## src/rtl/vga_timing_gen.sv

```systemverilog
`default_nettype none
// ============================================================================
// Module   : vga_timing_gen
// Purpose  : Parametrised VGA raster timing with pixel-request port and
//            built-in test patterns, all in the pixel clock domain.
// Revision : 1.0 - initial release
// ============================================================================
module vga_timing_gen #(
    parameter int              H_SYNC    = 128,
    parameter int              H_BACK    = 88,
    parameter int              H_ACT     = 800,
    parameter int              H_FRONT   = 40,
    parameter int              V_SYNC    = 4,
    parameter int              V_BACK    = 23,
    parameter int              V_ACT     = 600,
    parameter int              V_FRONT   = 1,
    parameter bit              HS_POL    = 1'b1,
    parameter bit              VS_POL    = 1'b1,
    parameter int              CW        = 8,
    parameter int              CNT_W     = 12,
    parameter logic [3*CW-1:0] SOLID_RGB = 24'hFF3030
) (
    input  logic              clk,
    input  logic              rst,
    input  logic              en,
    input  logic [1:0]        mode,
    input  logic [3*CW-1:0]   pix_data,
    output logic              pix_req,
    output logic [CNT_W-1:0]  pix_x,
    output logic [CNT_W-1:0]  pix_y,
    output logic              vga_hs,
    output logic              vga_vs,
    output logic              vga_de,
    output logic              vga_blank_n,
    output logic [CW-1:0]     vga_r,
    output logic [CW-1:0]     vga_g,
    output logic [CW-1:0]     vga_b,
    output logic              frame_start,
    output logic              running
);

    localparam int               c_H_TOTAL   = H_SYNC + H_BACK + H_ACT + H_FRONT;
    localparam int               c_V_TOTAL   = V_SYNC + V_BACK + V_ACT + V_FRONT;
    localparam logic [CNT_W-1:0] c_H_LAST    = CNT_W'(c_H_TOTAL - 1);
    localparam logic [CNT_W-1:0] c_V_LAST    = CNT_W'(c_V_TOTAL - 1);
    localparam logic [CNT_W-1:0] c_H_SYNC_END = CNT_W'(H_SYNC);
    localparam logic [CNT_W-1:0] c_V_SYNC_END = CNT_W'(V_SYNC);
    localparam logic [CNT_W-1:0] c_H_ACT_BEG = CNT_W'(H_SYNC + H_BACK);
    localparam logic [CNT_W-1:0] c_H_ACT_END = CNT_W'(H_SYNC + H_BACK + H_ACT);
    localparam logic [CNT_W-1:0] c_V_ACT_BEG = CNT_W'(V_SYNC + V_BACK);
    localparam logic [CNT_W-1:0] c_V_ACT_END = CNT_W'(V_SYNC + V_BACK + V_ACT);
    localparam logic [CNT_W-1:0] c_BAR_LAST  = CNT_W'(H_ACT / 8 - 1);
    localparam logic [CNT_W-1:0] c_ONE       = CNT_W'(1);

    localparam logic [0:0] c_ST_IDLE = 1'b0;
    localparam logic [0:0] c_ST_RUN  = 1'b1;

    logic [0:0]        r_state;
    logic [0:0]        w_state_nxt;
    logic [CNT_W-1:0]  r_h_cnt;
    logic [CNT_W-1:0]  r_v_cnt;
    logic [1:0]        r_mode_q;
    logic              r_hs_act;
    logic              r_vs_act;
    logic [2:0]        r_bar_k;
    logic [CNT_W-1:0]  r_bar_cnt;
    logic              w_run;
    logic              w_h_last;
    logic              w_v_last;
    logic              w_frame_last;
    logic              w_active;
    logic [3*CW-1:0]   w_rgb;

    assign w_run        = (r_state == c_ST_RUN);
    assign w_h_last     = (r_h_cnt == c_H_LAST);
    assign w_v_last     = (r_v_cnt == c_V_LAST);
    assign w_frame_last = w_h_last && w_v_last;
    assign w_active     = w_run &&
                          (r_h_cnt >= c_H_ACT_BEG) && (r_h_cnt < c_H_ACT_END) &&
                          (r_v_cnt >= c_V_ACT_BEG) && (r_v_cnt < c_V_ACT_END);
    assign vga_blank_n  = vga_de;

    always_ff @(posedge clk or posedge rst) begin
        if (rst) begin
            r_state <= c_ST_IDLE;
        end else begin
            r_state <= w_state_nxt;
        end
    end

    // en only matters at the last pixel, so a frame in progress always completes
    always_comb begin
        w_state_nxt = r_state;
        case (r_state)
            c_ST_IDLE: if (en) w_state_nxt = c_ST_RUN;
            c_ST_RUN:  if (w_frame_last && !en) w_state_nxt = c_ST_IDLE;
            default:   w_state_nxt = c_ST_IDLE;
        endcase
    end

    always_comb begin
        running = (r_state == c_ST_RUN);
    end

    always_ff @(posedge clk or posedge rst) begin
        if (rst) begin
            r_h_cnt  <= '0;
            r_v_cnt  <= '0;
            r_mode_q <= 2'd0;
        end else begin
            if (!w_run) begin
                r_h_cnt <= '0;
                r_v_cnt <= '0;
            end else if (w_h_last) begin
                r_h_cnt <= '0;
                r_v_cnt <= w_v_last ? '0 : r_v_cnt + c_ONE;
            end else begin
                r_h_cnt <= r_h_cnt + c_ONE;
            end
            if (!w_run || w_frame_last) begin
                r_mode_q <= mode;
            end
        end
    end

    // Stage 1: request, coordinates, sync qualifiers and bar tracking
    always_ff @(posedge clk or posedge rst) begin
        if (rst) begin
            pix_req     <= 1'b0;
            pix_x       <= '0;
            pix_y       <= '0;
            frame_start <= 1'b0;
            r_hs_act    <= 1'b0;
            r_vs_act    <= 1'b0;
            r_bar_k     <= 3'd0;
            r_bar_cnt   <= '0;
        end else begin
            pix_req     <= w_active;
            pix_x       <= w_active ? r_h_cnt - c_H_ACT_BEG : '0;
            pix_y       <= w_active ? r_v_cnt - c_V_ACT_BEG : '0;
            frame_start <= w_run && (r_h_cnt == '0) && (r_v_cnt == '0);
            r_hs_act    <= w_run && (r_h_cnt < c_H_SYNC_END);
            r_vs_act    <= w_run && (r_v_cnt < c_V_SYNC_END);
            if (w_active) begin
                if (r_h_cnt == c_H_ACT_BEG) begin
                    r_bar_k   <= 3'd0;
                    r_bar_cnt <= '0;
                end else if (r_bar_cnt == c_BAR_LAST) begin
                    r_bar_k   <= r_bar_k + 3'd1;
                    r_bar_cnt <= '0;
                end else begin
                    r_bar_cnt <= r_bar_cnt + c_ONE;
                end
            end
        end
    end

    always_comb begin
        w_rgb = '0;
        case (r_mode_q)
            2'd0:    w_rgb = SOLID_RGB;
            2'd1:    w_rgb = {{CW{r_bar_k[2]}}, {CW{r_bar_k[1]}}, {CW{r_bar_k[0]}}};
            2'd2:    w_rgb = (pix_x[5] ^ pix_y[5]) ? {3*CW{1'b1}} : {3*CW{1'b0}};
            default: w_rgb = pix_data;
        endcase
        if (!pix_req) begin
            w_rgb = '0;
        end
    end

    // Stage 2: pin-facing registers; external data is captured here
    always_ff @(posedge clk or posedge rst) begin
        if (rst) begin
            vga_hs <= ~HS_POL;
            vga_vs <= ~VS_POL;
            vga_de <= 1'b0;
            vga_r  <= '0;
            vga_g  <= '0;
            vga_b  <= '0;
        end else begin
            vga_hs <= r_hs_act ? HS_POL : ~HS_POL;
            vga_vs <= r_vs_act ? VS_POL : ~VS_POL;
            vga_de <= pix_req;
            {vga_r, vga_g, vga_b} <= w_rgb;
        end
    end

endmodule
`default_nettype wire
```

## config.mk

```make
export PLATFORM = sky130hd
export DESIGN_NAME = vga_timing_gen
export DESIGN_NICKNAME = d
export VERILOG_FILES = /design/src/rtl/vga_timing_gen.sv
export SDC_FILE = /design/constraint.sdc
export NUM_CORES = 1
export LEC_CHECK = 0
export BUFFER_PORTS_ARGS = -buffer_cell sky130_fd_sc_hd__buf_4
export CAP_MARGIN = 0
export CORE_MARGIN = 2
export CORE_UTILIZATION = 50
export CTS_CLUSTER_DIAMETER = 40
export DETAILED_ROUTE_END_ITERATION = 12
export PLACE_DENSITY = 0.76
export SETUP_SLACK_MARGIN = 0.02
export SYNTH_ARGS = -nofsm -noshare
export SYNTH_HDL_FRONTEND = slang
export SYNTH_SLANG_ARGS = --single-unit
export TNS_END_PERCENT = 50
```

## constraint.sdc

```tcl
create_clock -name clk -period 2.9 [get_ports clk]
set_input_delay 0.58 -clock clk [delete_from_list [all_inputs] [get_ports clk]]
set_output_delay 0.58 -clock clk [all_outputs]
set_load 0.005 [all_outputs]
```

==> results.md, run 1 <==
Worst setup path:
- The largest fanout on the critical path is 18.
- The worst setup path is launched from a flip-flop.
- The required time of the critical path is between 3 and 4 ns.
- For this run, the slowest stage of the critical path takes 0.65 ns.
- The launching element of the worst setup path is r_h_cnt[3].
- Among all stages on the critical path, the largest delay is contributed by or4b_2.
- The critical path goes through ha_1, or4b_2, nor4_4, nor2_1, a211o_1, a32o_1.
- The worst setup path is of the flip-flop to flip-flop kind.
- The arrival time of the worst setup path is 2.94 ns.
- The critical path capture point type is a flip-flop.
- In this run the critical register-to-register path is launched from r_h_cnt[3].

Yosys:
- In this run, synthesis inferred 0 flip-flops with an integrated enable.
- During synthesis, Yosys emitted a total of 0 warnings.
- The mapped netlist covers about 4500 µm².
- Counting flops and latches in the post-synthesis netlist gives between 90 and 100.
- The number of instances in the synthesized netlist is approximately 440.
- The fraction of the mapped netlist area in compound gates is between 10% and 20%.
- In the synthesized netlist, mux cells make up less than 1% of the area.
- The async set or reset register ratio after synthesis is 100%.
- Counting distinct cell types in the post-synthesis netlist gives between 50 and 60.
- The fraction of the mapped netlist area in simple logic gates is 18.9%.
- The dominant combinational cell family by area after synthesis is simple AND/OR/NAND/NOR gates.
- Sequential cells were found to cover between 50% and 60% of the synthesized design area.
- The dominant register cell in the synthesized netlist is dfrtp_1.
- When the netlist entered floorplanning its net count stood at about 470.
- The xor/xnor cell area share of the yosys netlist is ~5.0%.
- After Yosys synthesis, full adders, half adders and majority gates account for around 1.9% of the synthesized area.
- After synthesis, the mean cell area works out to around 10 µm².

Timing:
- The worst pin sits at a relative slew slack of between 15 and 20%.
- The achievable frequency is approximately 0.37 GHz.
- The final number of hold-violating endpoints is 0.
- Between clock sinks in the finished design, the worst skew comes to ~0.015 ns.
- The setup TNS after final layout is 0 ns.
- The final number of setup-violating endpoints is 0.
- At the pin with the least slew margin, the transition time is 1.21 ns.
- The total count of max-transition violations in the final report is 0.
- Counting I/O delays and the setup requirement, the final critical path takes around 2.7 ns.
- Setup repair after global routing left no endpoint under its margin.
- The share of the clock period used by the worst path is roughly 93%.

Cells and area:
- The repair_antennas step left the layout with diodes totalling 0.
- The layout overhead on the synthesized area is 20.5%.
- For this run, the post-layout net count is ~550.
- After routing the design area is 5440 µm².
- The share of layout cells above drive strength 1 is 24.4%.

Clock tree:
- The H-tree was split into 3 levels.
- No sink is reached through more buffers than the 2 on the longest clock path.
- The number of setup buffers added after CTS is 0.
- The total CTS buffers is 9.
- TritonCTS built the clock tree.
- The tree is rooted in a clkbuf_8.
- Post-CTS repair changed the size of 0 cells.
- The CTS clock-pin slew for the worst setup and hold paths is roughly 0.1 ns.
- The insertion delay of the later-clocked pin in the worst-skew pair is roughly 0.37 ns.
- Counting every sink on the clock net gives 97.
- Hold repair after CTS inserted 0 buffers.

Route:
- The detail route stage leaves a number of antenna-violating nets equal to 0.
- For this run, the detailed router's first-pass iteration total came to 4.
- Detailed routing inserted a total of 3,559 vias.
- Routed signal wires occupy layers up through met4.
- Wire segments on met2 add up to between 4000 and 5000 µm in the final route.
- In this run, the number of DRC markers left after iteration 0 of detailed routing was 167.
- The routed length per placed instance is ~16 µm.
- Wire segments on met3 add up to about 570 µm in the final route.
- The total DRC errors in the routed layout is 0.
- Using the TritonRoute via totals, the vias-per-cell ratio works out to 5.69.
- The wire length reported by the detailed router is just under 10,000 µm.
- In the final routing, the length of wire on met1 measures approximately 4300 µm.

Global route:
- In the global route stage, overall resource usage came out at a little over a fifth.
- For this run the aggregate overflow at the end of global routing stands at 0.
- The largest net degree at the start of global routing is 32.
- The number of antenna violations at the first check in global routing is 0.
- The first-pass GRT wire length is roughly 17,000 µm.
- The via count of the first global-routing pass is about 3,400.

Placement:
- The wire-length estimate of the detail-placed layout is approximately 7100 µm.
- After detailed placement, the total cell area comes to ~5200 µm².
- The count of buffers inserted at the top-level ports is 83.
- The congestion estimate from routability-driven global placement came to between 0.8 and 0.9.

Run:
- Across the run, the number of max-cap violations was 0.

Floorplan:
- The floorplan step defined a die boundary enclosing just under 10,000 µm².
- The y dimension of the die is ~99 µm.
- The total area inside the core boundary comes to ~8700 µm².
- For this design the top-level I/O count stands at 84.
- The starting utilization of the core area is about half.
- The row count is 34.
- Measured along the x axis, the die boundary spans 99.0 µm.

Worst hold path:
- The class of the most critical hold timing path is input pin to asynchronous set/reset pin.

Pwr:
- The post-layout total power is approximately 2.3 mW.
- Dividing total power by cell area gives a power density of ~420 nW/µm².
- The static power due to leakage is 2.59 nW.
- The worst supply voltage drop on vdd is between 0.2 and 0.3 mV.

Outcome:
- The run finished with clean final reports.
worst max-delay path, delay by kind of cell (launching register included):
kind	cells	cell delay [ns]
DFF	1	0.50
AOI/OAI and AO/OA	2	0.55
and+or+nand+nor	3	1.24
adders and majority gates	1	0.28
worst paths after layout:
check / end / slack (ns) / depth (start not counted)
min in group clk: vga_hs / 0.36 / 0
hold / removal: pix_y[7] / 0.22 / 2
setup reg to reg: r_bar_cnt[4] / 0.21 / 6
setup / recovery: r_bar_cnt[4] / 0.21 / 6
hold reg to reg: vga_hs / 0.36 / 0
max in group asynchronous: r_h_cnt[4] / 1.94 / 3
kinds of logic after synthesis:
logic type / after synthesis
simple gates: 160
other cells: 1
fa+ha+maj: 7
compound gates: 100
flops: 97
buf+inv: 42
mux: 2
xor+xnor: 26
sequential cells by signal, summed over array words and instances (netlist names):
signal,cells
r_v_cnt,12
pix_x,12
r_mode_q,2
vga_vs,1
r_hs_act,1
vga_g,8
r_bar_k,3
r_bar_cnt,12
vga_hs,1
vga_blank_n,1
r_vs_act,1
frame_start,1
vga_r,8
pix_y,12
vga_b,8
r_h_cnt,12
pix_req,1
running,1
synth_stat cells (all sizes together) (4+ instances only):
cell type,n,area (µm²)
xor2,17,149
nor4,4,55.1
clkbuf,19,71.3
or2,7,46.3
a211o,7,61.3
or3,4,25.0
nand2b,5,31.3
and2,8,50.1
nand3,18,90.1
o211ai,4,30.0
a21oi,6,30.0
a32o,5,50.1
inv,13,48.8
and4,4,35.0
dfrtp,97,2430
nor3,13,65.1
o41ai,6,67.6
xnor2,9,78.8
o21ai,28,140
ha,7,87.6
nand2,20,75.1
o31ai,12,90.1
buf,10,56.3
nor2,52,195
o21a,20,150
nand4,7,43.8
where the power goes:
part           leakage, nW  internal, mW  switching [mW]
registers             1.31          1.35        0.000153
logic                 1.18        0.0273          0.0319
clock network        0.100         0.339           0.520
through the flow:
stage,utilization (%),hold WS (ns),instances,worst slack (ns)
after floorplan,-,0.331,435,0.429
after global placement,60.1,0.333,609,0.370
after detailed placement,60.1,0.336,609,0.106
after CTS,62.3,0.217,625,0.102
after global routing,62.4,0.230,625,0.0782
final,62.4,0.218,625,0.214
placed cells by master (no fill, tap or decap), drive strengths merged, types with 3 or more instances in the layout:
master / Yosys / final
o211ai: 4 / 4
inv: 13 / 17
a21oi: 6 / 6
and2: 8 / 8
a32o: 5 / 5
o31ai: 12 / 12
nand2: 20 / 20
or3: 4 / 4
buf: 10 / 95
and4: 4 / 4
nand2b: 5 / 5
nor4: 4 / 4
clkbuf: 19 / 9
dfrtp: 97 / 97
nand3: 18 / 18
nand4: 7 / 7
nor2: 52 / 52
nor3: 13 / 13
xnor2: 9 / 9
xor2: 17 / 17
nor3b: 3 / 3
or4: 3 / 3
a211o: 7 / 7
a21boi: 3 / 3
ha: 7 / 7
or2: 7 / 7
o41ai: 6 / 6
nor2b: 3 / 3
o21a: 20 / 20
o21ai: 28 / 28
metal layers:
layer / vias up / GRT usage, %
li1: 1688 / -
met1: 1712 / 28.6
met2: 135 / 33.3
met3: 24 / 3.69
met4: 0 / 9.91
met5: - / 0
cell type report:
cell class                 count  area [µm²]
timing repair buffer          95         713
clock inverter                 7        68.8
sequential                    97        2430
clock buffer                   9         124
multi-input combinational    296        1920
inverter                      13        52.6
tap                          108         135
fill                         718        3280
Note: power is estimated with default switching activity, not from simulation.
==> inputs of run 2 (changes only) <==
--- a/config.mk
+++ b/config.mk
@@ -8,10 +8,11 @@
 export BUFFER_PORTS_ARGS = -buffer_cell sky130_fd_sc_hd__buf_4
 export CAP_MARGIN = 0
 export CORE_MARGIN = 2
-export CORE_UTILIZATION = 50
+export CORE_UTILIZATION = 52
+export CTS_BUF_LIST = sky130_fd_sc_hd__clkbuf_4
 export CTS_CLUSTER_DIAMETER = 40
 export DETAILED_ROUTE_END_ITERATION = 12
-export PLACE_DENSITY = 0.76
+export PLACE_DENSITY = 0.78
 export SETUP_SLACK_MARGIN = 0.02
 export SYNTH_ARGS = -nofsm -noshare
 export SYNTH_HDL_FRONTEND = slang
==> constraint.sdc (replaced) <==
create_clock -name clk -period 2.9 [get_ports clk]
set_input_delay 0.29 -clock clk [delete_from_list [all_inputs] [get_ports clk]]
set_output_delay 0.29 -clock clk [all_outputs]
set_load 0.1 [all_outputs]
==> run 2 against run 1 <==
Via count fell by 1.4%. Worst hold slack worse by 0.18 ns. Core utilization up 2.5 points. Total power down 5.9%. Global-route usage grew 0.13 points. Sequential power barely moved. Sequential share of layout area up 0.49 points. Critical path type unchanged. Highest routed layer unchanged.
==> results.md, run 2 (synthesized netlist as in run 1, its figures left out) <==
Placement:
- The detailed placement HPWL is approximately 7000 µm.
- Routability-driven placement finished with a final weighted congestion of approximately 0.87.
- Once placement finished, the instance area stood at 5230 µm².
- The post-placement setup slack is between 0.2 and 0.25 ns.
- The count of buffers inserted at the top-level ports is a little over 80.

Timing:
- For this run, the top clock speed supported by timing is ~0.37 GHz.
- The minimum setup slack in the final design is ~0.23 ns.
- The total count of max-transition violations in the final report is 0.
- The worst hold slack is 0.0343 ns.
- The final clock skew is roughly 0.018 ns.
- The final number of hold-violating endpoints is 0.
- After layout, the worst path uses approximately 90% of the clock period.
- The final number of setup-violating endpoints is 0.
- The worst-margin pin slew is 1.11 ns.
- In the final timing run, aggregate negative setup slack is 0 ns.
- Setup repair after global routing left no endpoint under its margin.
- The relative slew slack is between 20 and 30%.
- The clock period minus final worst setup slack is 2.67 ns.

Route:
- The detailed-routed wire length on met3 is ~580 µm.
- The total DRC errors in the routed layout is 0.
- The first detailed-routing pass ran for 4 iterations.
- The mean number of vias per cell is between 5 and 6.
- The total number of vias is 3,509.
- The wire length reported by the detailed router is just under 10,000 µm.
- The routed design uses about 4700 µm of met2 wire.
- The detailed router finished its first iteration with 194 violations.
- After detailed routing, the wire length on met1 is roughly 4400 µm.
- The highest routing layer actually used is met4.
- Dividing the detail-routed wire length by the instance count gives between 15 and 20 µm.
- The remaining number of nets flagged by the antenna check after routing is 0.

Clock tree:
- TritonCTS built the clock tree.
- The H-tree was split into 3 levels.
- The maximum buffer depth of the clock tree is 2.
- For the worst-skew pair, the clock arrives at the later sink with an insertion delay of between 0.4 and 0.5 ns.
- The CTS clock-pin slew for the worst setup and hold paths is 0.18 ns.
- The total CTS buffers is 9.
- The hold buffer count at CTS is 1.
- The CTS root buffer is clkbuf_4.
- For this design, the sink count on the clock tree is 97.
- Buffers added to address setup during post-CTS repair amount to 0.
- The post-cts gate resize count is 0.

Global route:
- The largest net degree at the start of global routing is 52.
- The number of antenna violations at the first check in global routing is 0.
- The via count of the first global-routing pass is roughly 3,300.
- In the global route stage, overall resource usage came out at about a fifth.
- After global routing the overflow that remains totals 0.
- The first global-routing pass estimated 16,400 µm of wire.

Pwr:
- For this design the ratio of total power to cell area is about 400 nW/µm².
- The worst supply voltage drop on vdd is 0.261 mV.
- For this design the static power due to leakage is between 2 and 3 nW.

Floorplan:
- The width of the die is roughly 97 µm.
- The starting utilization of the core area is 54.4%.
- For this design the top-level I/O count stands at between 80 and 90.
- The die footprint is roughly 9400 µm².
- The area of the core region is around 8300 µm².
- The floorplan step set the die height to ~97 µm.
- The row count is 33.

Cells and area:
- The combined area of the multi-input logic cells is roughly 1900 µm².
- The utilization after layout is between 60% and 70%.
- The fill cell total of the finished layout is 629.
- After routing the design area is roughly 5400 µm².
- The library cell used most frequently in the layout, excluding fill and tap cells, is dfrtp_1.
- The library cells used most frequently in the layout, excluding fill and tap cells, are dfrtp_1, buf_4, nor2_1.
- The antenna cell count is 0.
- Of the cells placed in the final design, the portion with a size suffix greater than 1 is 23.8%.
- At the end of the flow, the number of nets in the layout was 547.
- Registers take 2430 µm².
- The layout overhead on the synthesized area is 19.2%.

Outcome:
- The run finished with clean final reports.

Worst setup path:
- The arrival time of the worst setup path is roughly 3 ns.
- Across all register-to-register paths, the minimum setup slack is roughly 0.23 ns.
- The worst setup path is launched from a flip-flop.
- The required time of the critical path is between 3 and 4 ns.
- The critical setup path kind is flip-flop to flip-flop.
- The critical path capture point type is a flip-flop.
- The largest fanout on the critical path is 31.

Worst hold path:
- The class of the most critical hold timing path is input pin to flip-flop.

Run:
- The count of max-cap constraint violations is 0.
==> run 2: critical path, cell delays in order, from the launching register on <==
cell	delay (ns)
dfrtp_1	0.51
ha_1	0.29
or4b_2	0.65
nor4_4	0.22
o22ai_2	0.14
or2_4	0.38
o41ai_1	0.38
==> run 2: metal layers <==
layer / up-vias / GRT usage (%)
met5: - / 0
met4: 0 / 6.28
met3: 13 / 3.88
met2: 113 / 33.8
met1: 1698 / 30.1
li1: 1685 / -
==> run 2: cell type report <==
cell class                 count  share of cell area (%)
clock inverter                 7                    1.35
multi-input combinational    296                    35.5
sequential                    97                    45.1
inverter                      13                   0.930
tap                          105                    2.44
timing repair buffer          94                    13.4
clock buffer                   9                    1.26
==> run 2: worst paths after layout <==
check | startpoint | end | depth (start not counted)
hold / removal | pix_data[10] | vga_g[2] | 2
setup reg to reg | r_h_cnt[3] | r_bar_cnt[7] | 6
setup / recovery | r_h_cnt[3] | r_bar_cnt[7] | 6
hold reg to reg | r_hs_act | vga_hs | 0
min in group asynchronous | rst | vga_r[2] | 3
max in group asynchronous | rst | r_bar_cnt[11] | 4
==> run 2: per-stage QoR <==
stage                     std cells  total power, mW
after floorplan                 435             1.40
final                           621             2.14
after global routing            621             2.22
after CTS                       621             2.16
after global placement          604             1.45
after detailed placement        604             1.45
==> run 2: power by group <==
group | leakage [nW] | switching, mW | total (mW) | internal, mW
clock | 0.0737 | 0.511 | 0.715 | 0.204
combinational | 1.17 | 0.0375 | 0.0659 | 0.0284
sequential | 1.31 | 0.000163 | 1.35 | 1.35
